`config.mk`:
```
export PLATFORM = sky130hd
export DESIGN_NAME = win_valid_ctr
export DESIGN_NICKNAME = d
export VERILOG_FILES = /design/src/rtl/hog_buf_pkg.sv /design/src/rtl/wrap_ctr.sv /design/src/rtl/win_valid_ctr.sv
export SDC_FILE = /design/constraint.sdc
export NUM_CORES = 1
export LEC_CHECK = 0
export BUFFER_PORTS_ARGS = -buffer_cell sky130_fd_sc_hd__buf_4
export CAP_MARGIN = 20
export CORE_MARGIN = 2
export CORE_UTILIZATION = 36
export DETAILED_ROUTE_END_ITERATION = 10
export PLACE_DENSITY = 0.54
export SLEW_MARGIN = 5
export SYNTH_ARGS = -nofsm -noshare
export SYNTH_HDL_FRONTEND = slang
export SYNTH_HIERARCHICAL = 1
export SYNTH_SLANG_ARGS = --single-unit
export TNS_END_PERCENT = 50
```
`constraint.sdc`:
```
create_clock -name clk -period 2.4 [get_ports clk]
set_input_delay 0.48 -clock clk [delete_from_list [all_inputs] [get_ports clk]]
set_output_delay 0.48 -clock clk [all_outputs]
set_load 0.005 [all_outputs]
```
`src/rtl/hog_buf_pkg.sv`:
```
// Shared definitions for the HOG line-buffer blocks: FSM encodings, counter width helper
// and the elaboration-time parameter legality check.
package hog_buf_pkg;

    typedef enum logic [1:0] {
        StIdle = 2'd0,
        StFill = 2'd1,
        StRun  = 2'd2
    } hog_state_e;

    // Width of a counter holding 0..n-1; never narrower than one bit.
    function automatic int unsigned cnt_width(input int unsigned n);
        return (n <= 1) ? 1 : $clog2(n);
    endfunction

    function automatic bit win_params_ok(
        input int unsigned img_w,
        input int unsigned img_h,
        input int unsigned win_w,
        input int unsigned win_h,
        input int unsigned stride_x,
        input int unsigned stride_y
    );
        return (img_w >= 2) && (img_h >= 2) &&
               (win_w >= 1) && (win_w <= img_w) &&
               (win_h >= 1) && (win_h <= img_h) &&
               (stride_x >= 1) && (stride_y >= 1);
    endfunction

endpackage

`ifndef HOG_BUF_CHECK_PARAMS
`define HOG_BUF_CHECK_PARAMS(iw, ih, ww, wh, sx, sy) \
    if (!hog_buf_pkg::win_params_ok((iw), (ih), (ww), (wh), (sx), (sy))) begin : g_bad_params \
        $error("hog_buf: illegal image/window/stride parameters"); \
    end
`endif

```
`src/rtl/wrap_ctr.sv`:
```
// Modulo-N position counter with a stride phase that restarts at START and cycles
// modulo STRIDE for positions beyond START.
module wrap_ctr
    import hog_buf_pkg::*;
#(
    parameter int unsigned N      = 8,
    parameter int unsigned START  = 0,
    parameter int unsigned STRIDE = 1,
    localparam int unsigned CW    = cnt_width(N),
    localparam int unsigned PW    = cnt_width(STRIDE)
) (
    input  logic          clk,
    input  logic          rst,
    input  logic          clear,
    input  logic          inc,
    output logic [CW-1:0] cnt,
    output logic [PW-1:0] phase,
    output logic          wrap
);

    localparam logic [CW-1:0] CntLast   = CW'(N - 1);
    localparam logic [CW-1:0] CntStart  = CW'(START);
    localparam logic [PW-1:0] PhaseLast = PW'(STRIDE - 1);

    logic [CW-1:0] cnt_d, cnt_q;
    logic [PW-1:0] phase_d, phase_q;

    assign wrap  = inc && (cnt_q == CntLast);
    assign cnt   = cnt_q;
    assign phase = phase_q;

    always_comb begin
        cnt_d   = cnt_q;
        phase_d = phase_q;
        if (clear) begin
            cnt_d   = '0;
            phase_d = '0;
        end else if (inc) begin
            cnt_d = wrap ? '0 : cnt_q + 1'b1;
            // Phase is relative to the new position: zero at or before START.
            if (cnt_d > CntStart) begin
                phase_d = (phase_q == PhaseLast) ? '0 : phase_q + 1'b1;
            end else begin
                phase_d = '0;
            end
        end
    end

    always_ff @(posedge clk or negedge rst) begin
        if (!rst) begin
            cnt_q   <= '0;
            phase_q <= '0;
        end else begin
            cnt_q   <= cnt_d;
            phase_q <= phase_d;
        end
    end

endmodule

```
`src/rtl/win_valid_ctr.sv`:
```
// Raster-position tracker for a streaming frame: flags pixels that complete a strided
// WIN_W x WIN_H window and reports the window's top-left corner.
module win_valid_ctr
    import hog_buf_pkg::*;
#(
    parameter int unsigned IMG_W    = 40,
    parameter int unsigned IMG_H    = 30,
    parameter int unsigned WIN_W    = 3,
    parameter int unsigned WIN_H    = 3,
    parameter int unsigned STRIDE_X = 1,
    parameter int unsigned STRIDE_Y = 1,
    localparam int unsigned XW      = cnt_width(IMG_W),
    localparam int unsigned YW      = cnt_width(IMG_H)
) (
    input  logic          clk,
    input  logic          rst,
    input  logic          clear,
    input  logic          i_valid,
    output logic          o_valid,
    output logic [XW-1:0] o_win_x,
    output logic [YW-1:0] o_win_y,
    output logic          o_frame_done,
    output logic [1:0]    o_state
);

    `HOG_BUF_CHECK_PARAMS(IMG_W, IMG_H, WIN_W, WIN_H, STRIDE_X, STRIDE_Y)

    localparam int unsigned SXW = cnt_width(STRIDE_X);
    localparam int unsigned SYW = cnt_width(STRIDE_Y);

    localparam logic [XW-1:0] XOff = XW'(WIN_W - 1);
    localparam logic [YW-1:0] YOff = YW'(WIN_H - 1);
    // Last fill row: the row wrap out of it enters RUN.
    localparam logic [YW-1:0] YPre = YW'((WIN_H >= 2) ? WIN_H - 2 : 0);

    hog_state_e state_d, state_q;

    logic           accept;
    logic [XW-1:0]  x_q;
    logic [YW-1:0]  y_q;
    logic [SXW-1:0] sx_q;
    logic [SYW-1:0] sy_q;
    logic           x_wrap, y_wrap;
    logic           x_ok, y_ok;
    logic           win_hit;
    logic           done_q;

    assign accept = i_valid && !clear;

    wrap_ctr #(
        .N      (IMG_W),
        .START  (WIN_W - 1),
        .STRIDE (STRIDE_X)
    ) u_x_ctr (
        .clk   (clk),
        .rst   (rst),
        .clear (clear),
        .inc   (accept),
        .cnt   (x_q),
        .phase (sx_q),
        .wrap  (x_wrap)
    );

    wrap_ctr #(
        .N      (IMG_H),
        .START  (WIN_H - 1),
        .STRIDE (STRIDE_Y)
    ) u_y_ctr (
        .clk   (clk),
        .rst   (rst),
        .clear (clear),
        .inc   (x_wrap),
        .cnt   (y_q),
        .phase (sy_q),
        .wrap  (y_wrap)
    );

    if (WIN_W > 1) begin : g_x_cmp
        assign x_ok = (x_q >= XOff);
    end else begin : g_x_any
        assign x_ok = 1'b1;
    end

    if (WIN_H > 1) begin : g_y_cmp
        assign y_ok = (y_q >= YOff);
    end else begin : g_y_any
        assign y_ok = 1'b1;
    end

    // FSM state register
    always_ff @(posedge clk or negedge rst) begin
        if (!rst) begin
            state_q <= StIdle;
        end else begin
            state_q <= state_d;
        end
    end

    // FSM next state; the unused encoding falls back to IDLE on the next edge
    always_comb begin
        state_d = state_q;
        if (clear || !(state_q inside {StIdle, StFill, StRun})) begin
            state_d = StIdle;
        end else if (accept) begin
            case (state_q)
                StIdle:  state_d = (WIN_H == 1) ? StRun : StFill;
                StFill:  if (x_wrap && (y_q == YPre)) state_d = StRun;
                StRun:   if (y_wrap) state_d = StIdle;
                default: state_d = StIdle;
            endcase
        end
    end

    // FSM / datapath outputs
    always_comb begin
        o_state = state_q;
        win_hit = rst && accept && x_ok && y_ok && (sx_q == '0) && (sy_q == '0);
        o_valid = win_hit;
        o_win_x = '0;
        o_win_y = '0;
        if (win_hit) begin
            o_win_x = x_q - XOff;
            o_win_y = y_q - YOff;
        end
    end

    // y_wrap already implies an accepted last pixel, so clear never produces a pulse.
    always_ff @(posedge clk or negedge rst) begin
        if (!rst) begin
            done_q <= 1'b0;
        end else begin
            done_q <= y_wrap;
        end
    end

    assign o_frame_done = done_q;

endmodule

```
==> results of run 1 <==
## per-layer routing
| metal | share of wire, % | vias up | GRT usage [%] |
|---|---|---|---|
| met5 | 0 | - | 0 |
| met4 | 0 | 0 | 1.045 |
| met3 | 3.0 | 0 | 4.419 |
| met2 | 51 | 6 | 26.87 |
| met1 | 46 | 420 | 17.99 |
| li1 | - | 430 | - |
## area by class of cell
class / instances / area (µm²)
multi-input combinational: 83 / 583.1
sequential: 14 / 351.6
fill: 249 / 1276
clock buffer: 3 / 22.52
tap: 30 / 37.54
inverter: 5 / 18.77
timing repair buffer: 28 / 210.2
## placed cells by master (no fill, tap or decap), types with 3 or more instances in the layout
| cell type | synthesis | final |
|---|---|---|
| a21oi_1 | 4 | 4 |
| buf_4 | 2 | 28 |
| clkbuf_4 | 0 | 3 |
| dfrtp_1 | 14 | 13 |
| ha_1 | 5 | 4 |
| inv_1 | 5 | 3 |
| nand2_1 | 7 | 7 |
| nand4_1 | 3 | 3 |
| nor2_1 | 10 | 10 |
| nor3_1 | 10 | 10 |
| nor3b_1 | 4 | 4 |
| or3_1 | 3 | 3 |
| or3b_1 | 3 | 3 |
| xnor2_1 | 3 | 3 |
| xor2_1 | 5 | 5 |
## flip-flops by register name, indices dropped and copies added (netlist names)
register and flops:
u_x_ctr/cnt 6, u_y_ctr/cnt 5, o_state 2, o_frame_done 1
## cells by family after synthesis
group / after synthesis / share of synthesized area (%)
adders and majority gates: 5 / 6.485
and+or+nand+nor: 51 / 30.22
xor gates and xnor gates: 8 / 7.264
buffers and inverters: 9 / 4.539
other: 2 / 0.7785
AOI/OAI and AO/OA: 16 / 13.36
muxes: 1 / 1.038
DFF: 14 / 36.32
## power by group
part | switching, mW | internal (mW) | total (mW)
Sequential | 0.00389 | 0.238 | 0.242
Combinational | 0.0213 | 0.0164 | 0.0377
Clock | 0.0782 | 0.0583 | 0.136
Total | 0.103 | 0.313 | 0.416
## worst register-to-register path: cells and delay by family (launching register included)
kind            cells  cell delay (ps)
simple gates        5             1320
flops               1              470
compound gates      2              120
## through the flow
stage | hold slack [ps] | cell area (µm²)
floorplan | 184.4 | 964.7
global placement | 347.6 | 1172
detailed placement | 350.3 | 1172
CTS | 36.28 | 1196
global route | 35.64 | 1224
finish | 29.48 | 1224
## what timing repair did
action	CTS	global route
gates resized for setup	1	6
buffers inserted	0	1
pin swaps	0	2
gates cloned	0	1
hold buffers	0	0
setup endpoints to repair	10	12
## final timing paths
path                                 from              to  slack (ps)  cells after the start
max                        u_y_ctr/cnt[2]      o_win_y[4]          40                      7
min                                   rst  u_x_ctr/cnt[2]          30                      1
min in group clk               o_state[1]      o_state[0]         490                      1
max in group asynchronous             rst  u_y_ctr/cnt[2]        2160                      1
max reg2reg                u_x_ctr/cnt[4]      o_state[1]         380                      7
min reg2reg                    o_state[1]      o_state[0]         490                      1
==> flow_summary.ini, run 1 <==
[global_route]
grt_start_max_net_pins = 16
grt_antenna_before_repair = 0
grt_first_pass_wirelength_mm = 3.657
grt_pass1_vias = 776
global_route_total_usage_across_every_layer_pct = 14.83
grt_remaining_overflow = 0

[setup_path]
timing.critical_path.arrival_ps = 1880
timing.critical_path.required_ps = 1920
worstSetupStartpointType = flop
critPathTopFamily = flip-flops
criticalPathCategory = reg2out
crit_slowest_cell = dfrtp_2
worst_path_most_repeated_cell = buf_4
cpPeakStageDelay_ps = 420
worstPathMaxFanout = 6
critical_path.n_buffers_inverters = 3
element_type_at_the_critical_path_end = primary output
cp_cell_sequence = inv_2 > ha_4 > or3b_1 > o211ai_1 > buf_4 > a211oi_1 > buf_4

[timing]
accumulated_negative_setup_slack_ps = 0
finClkSkew_ps = 12.61
setup_violations = 0
drv_slew = 0
maxClockFrequency_mhz = 424.2
hold_viol_final = 0
timing.final.crit_share_pct = 98.23
worst_slack_ps = 42.50
unrepaired_setup_endpoints_after_global_routing = true
final_period_minus_worst_setup_slack_ps = 2357

[yosys]
synth_edf_count = 0
synth.top_cell.area_share_pct = 36.32
ys_seq_area_share_pct = 36.32
share_of_synthesized_flip_flops_with_an_asynchronous_set_or_reset_pct = 100.0
synth_largest_area_cell = dfrtp_1
syn_area_um2 = 964.7
syn_area_per_cell_um2 = 9.101
netlist_top_cells_count = dfrtp_1 (14), nor2_1 (10), nor3_1 (10)
postSynthCellCount = 106
yosys.cell_count.top_type = dfrtp_1
synth-seq-cells = 14
netlist-cell-type-count = 35
yosys_warnings = 6
synthesis.nets = 115
dominant_synthesized_flop_cell = dfrtp_1
netlist_top_cells_area = dfrtp_1 (36%), ha_1 (6.5%), nor3_1 (5.2%), xor2_1 (4.5%), nor2_1 (3.9%)

[route]
route.vias.total = 856
ant_nets = 0
first_iter_violations = 11
detail_route.vias_per_cell = 5.252
drt_pre_antenna_iters = 4
drc_errors = 0
route.detailed.wl_per_inst_um = 13.51
wl_mm = 2.202

[placed_design]
finalWeightedCongestion = 0.7348
preCtsSetupSlack_ps = 181.0
dp_cells = 158
number_of_buffer_cells_added_on_primary_ports = 18
place.detailed.hpwl_mm = 1.624

[clocking]
total_clock_sinks = 14
clk_transition_reported_paths_ps = 90
insertion_delay_ps = 290
tritoncts_clock_tree = done
cts-htree-levels = 1
cts.root.buffer_cell = clkbuf_4
cts_made_buffers = 3
maximum_root_to_sink_buffer_count = 2

[final_layout]
post_layout_nonfiller_instances = 163
finalNetCount = 144
final_layout_size_suffix_gt1_share_pct = 32.33
antenna_cells = 0
final_core_density_pct = 48.95
areaGrowthSynthToFinish_pct = 26.85

[power_and_ir_drop]
power_per_cell_area_nw_per_um2 = 340.3
total_leakage_power_nw = 0.5560
total_power_mw = 0.4165
vdd_ir_drop_max_mv = 0.3660

[floorplan]
placeableCoreArea_um2 = 2500
rows = 18
floorplan.die.height_um = 55.77
floorplan.initialDensity_pct = 38.59
top_level_ports = 19
die_width_um = 55.77
floorplan.die_area_um2 = 3110

[hold_path]
timing.hold.worst.class = in2async

[run_status]
run_status = finished clean

[job]
drv_cap = 0
Power figures use the tool's default switching activity.
==> run 2, diff against run 1 <==
- CORE_UTILIZATION: 36 -> 57
- PLACE_DENSITY: 0.54 -> 0.8
- clock period: 2.4 -> 3 ns (I/O delays scaled with it)
==> flow_summary.ini, run 2 (synthesis results as in run 1) <==
[clocking]
clk_transition_reported_paths_ps = 90
holdBufCountCts = 0
total_clock_sinks = 14
insertion_delay_ps = 280
cts_made_buffers = 3
cts.root.buffer_cell = clkbuf_4
cts_post_setup_buffers_inserted = 0
cts-resized-gates = 0
maximum_root_to_sink_buffer_count = 2
cts-htree-levels = 1
tritoncts_clock_tree = done

[setup_path]
worst_path_most_repeated_cell = buf_4
rr_endpoint = o_state[1]
timing.critical_path.required_ps = 2400
critical_path.n_buffers_inverters = 3
cp_cell_sequence = inv_1 > ha_1 > or3b_1 > o211ai_1 > buf_4 > nor3_1 > buf_4
crit_slowest_cell = dfrtp_1
worst-r2r-cell-count = 8
worstPathMaxFanout = 9
criticalPathCategory = reg2out
timing.critical_path.arrival_ps = 2180
critical_path.reg2reg.startpoint = u_x_ctr/cnt[4]
r2r_slack_ps = 1120
worstSetupStartpointType = flop
cpPeakStageDelay_ps = 490
element_type_at_the_critical_path_end = primary output
critPathTopFamily = flip-flops

[final_layout]
final_core_density_pct = 75.32
final_design_area_no_fill_um2 = 1161
multi_input_comb_area_um2 = 570.5
register_area_um2 = 350.3
final_layout_size_suffix_gt1_share_pct = 26.56
post_layout_nonfiller_instances = 144
largest_reg_flops = 6
layout_commonest_cell = buf_4
final.fill_count = 111
finalNetCount = 138
mostFrequentLayoutCells = buf_4 (22), dfrtp_1 (14), nor3_1 (10), nor2_1 (10), nand2_1 (7)
antenna_cells = 0
areaGrowthSynthToFinish_pct = 20.36

[floorplan]
floorplan.die_area_um2 = 2038
die_width_um = 45.14
floorplan.die.height_um = 45.14
top_level_ports = 19
rows = 14
placeableCoreArea_um2 = 1541
floorplan.initialDensity_pct = 62.58

[timing]
worst_slew_pin_slew_ps = 558.5
drv_slew = 0
setup_violations = 0
final_period_minus_worst_setup_slack_ps = 2780
worst_slack_ps = 220.2
hold_viol_final = 0
unrepaired_setup_endpoints_after_global_routing = false
finClkSkew_ps = 3.356
final_hold_slack_ps = 160.1
slew_headroom_pct = 62.48
accumulated_negative_setup_slack_ps = 0
maxClockFrequency_mhz = 359.7
timing.final.crit_share_pct = 92.66

[global_route]
grt_first_pass_wirelength_mm = 3.629
global_route_total_usage_across_every_layer_pct = 24.81
grt_remaining_overflow = 0
grt_pass1_vias = 817
grt_antenna_before_repair = 0
grt_start_max_net_pins = 16

[route]
detail_route.vias_per_cell = 5.660
wl_mm = 2.168
route.detailed.wl_per_inst_um = 15.06
first_iter_violations = 9
drt_pre_antenna_iters = 4
ant_nets = 0
route.vias.total = 815
drc_errors = 0

[placed_design]
number_of_buffer_cells_added_on_primary_ports = 18
finalWeightedCongestion = 0.8474
place.detailed.hpwl_mm = 1.585
placedInstanceArea_um2 = 1125
preCtsSetupSlack_ps = 575.9
dp_cells = 140

[power_and_ir_drop]
total_leakage_power_nw = 0.5321
total_power_mw = 0.3581
netSwitchingFraction_pct = 22.81
power_per_cell_area_nw_per_um2 = 308.4
pwr-share-seq_pct = 54.1
switching_power_mw = 0.08170
combinationalPowerShare_pct = 8.1
vdd_ir_drop_max_mv = 0.3745
internal_power_mw = 0.2764
power_frac_clock_pct = 37.7

[job]
drv_cap = 0

[run_status]
run_status = finished clean

[hold_path]
timing.hold.worst.class = in2async
## run 2: cell count changes in the layout (fill, tap and decap cells not counted), sizes merged
cell,change
buf,-6
clkbuf,+1
## run 2: cell type report
type	count	area share, %
Multi-Input combinational cell	83	49.14
Sequential cell	14	30.17
Timing Repair Buffer	22	14.22
Clock buffer	4	3.125
Tap cell	16	1.724
Inverter	5	1.616
## run 2: worst max-delay path by stage
stage / slack [ps] / end / cells past startpoint / start
finish: 220 / o_win_x[2] / 7 / u_y_ctr/cnt[1]
global route: 50 / o_win_x[2] / 7 / u_y_ctr/cnt[1]
CTS: 220 / o_win_x[2] / 7 / u_y_ctr/cnt[1]
detailed placement: 580 / o_win_x[2] / 7 / u_y_ctr/cnt[1]
global placement: 610 / o_win_x[2] / 7 / u_y_ctr/cnt[1]
floorplan: 870 / o_state[1] / 8 / i_valid
## run 2: worst reg2reg max path: stages, from the launching register on
cell,delay (ps)
dfrtp_1,470
or3b_1,410
nor2_1,100
buf_4,170
and3_4,220
and3_2,200
a21oi_1,70
nand2_1,80
a21oi_2,50
## run 2: power by group through the flow
| stage | combinational (mW) | clock (mW) | sequential (mW) |
|---|---|---|---|
| 6_report | 0.0291 | 0.135 | 0.194 |
| 5_1_grt | 0.0321 | 0.151 | 0.194 |
| 4_1_cts | 0.0289 | 0.140 | 0.194 |
| 3_5_place_dp | 0.0289 | 0 | 0.198 |
| 3_3_place_gp | 0.0280 | 0 | 0.197 |
| 2_1_floorplan | 0.0151 | 0 | 0.197 |
## run 2: metal layers
layer | share of wire (%) | global-route usage (%) | up-vias | wire, µm
li1 | - | - | 416 | -
met1 | 44 | 31.89 | 369 | 956
met2 | 50 | 40.86 | 26 | 1081
met3 | 4.2 | 4.800 | 4 | 91
met4 | 1.8 | 10.00 | 0 | 38
met5 | 0 | 0 | - | 0
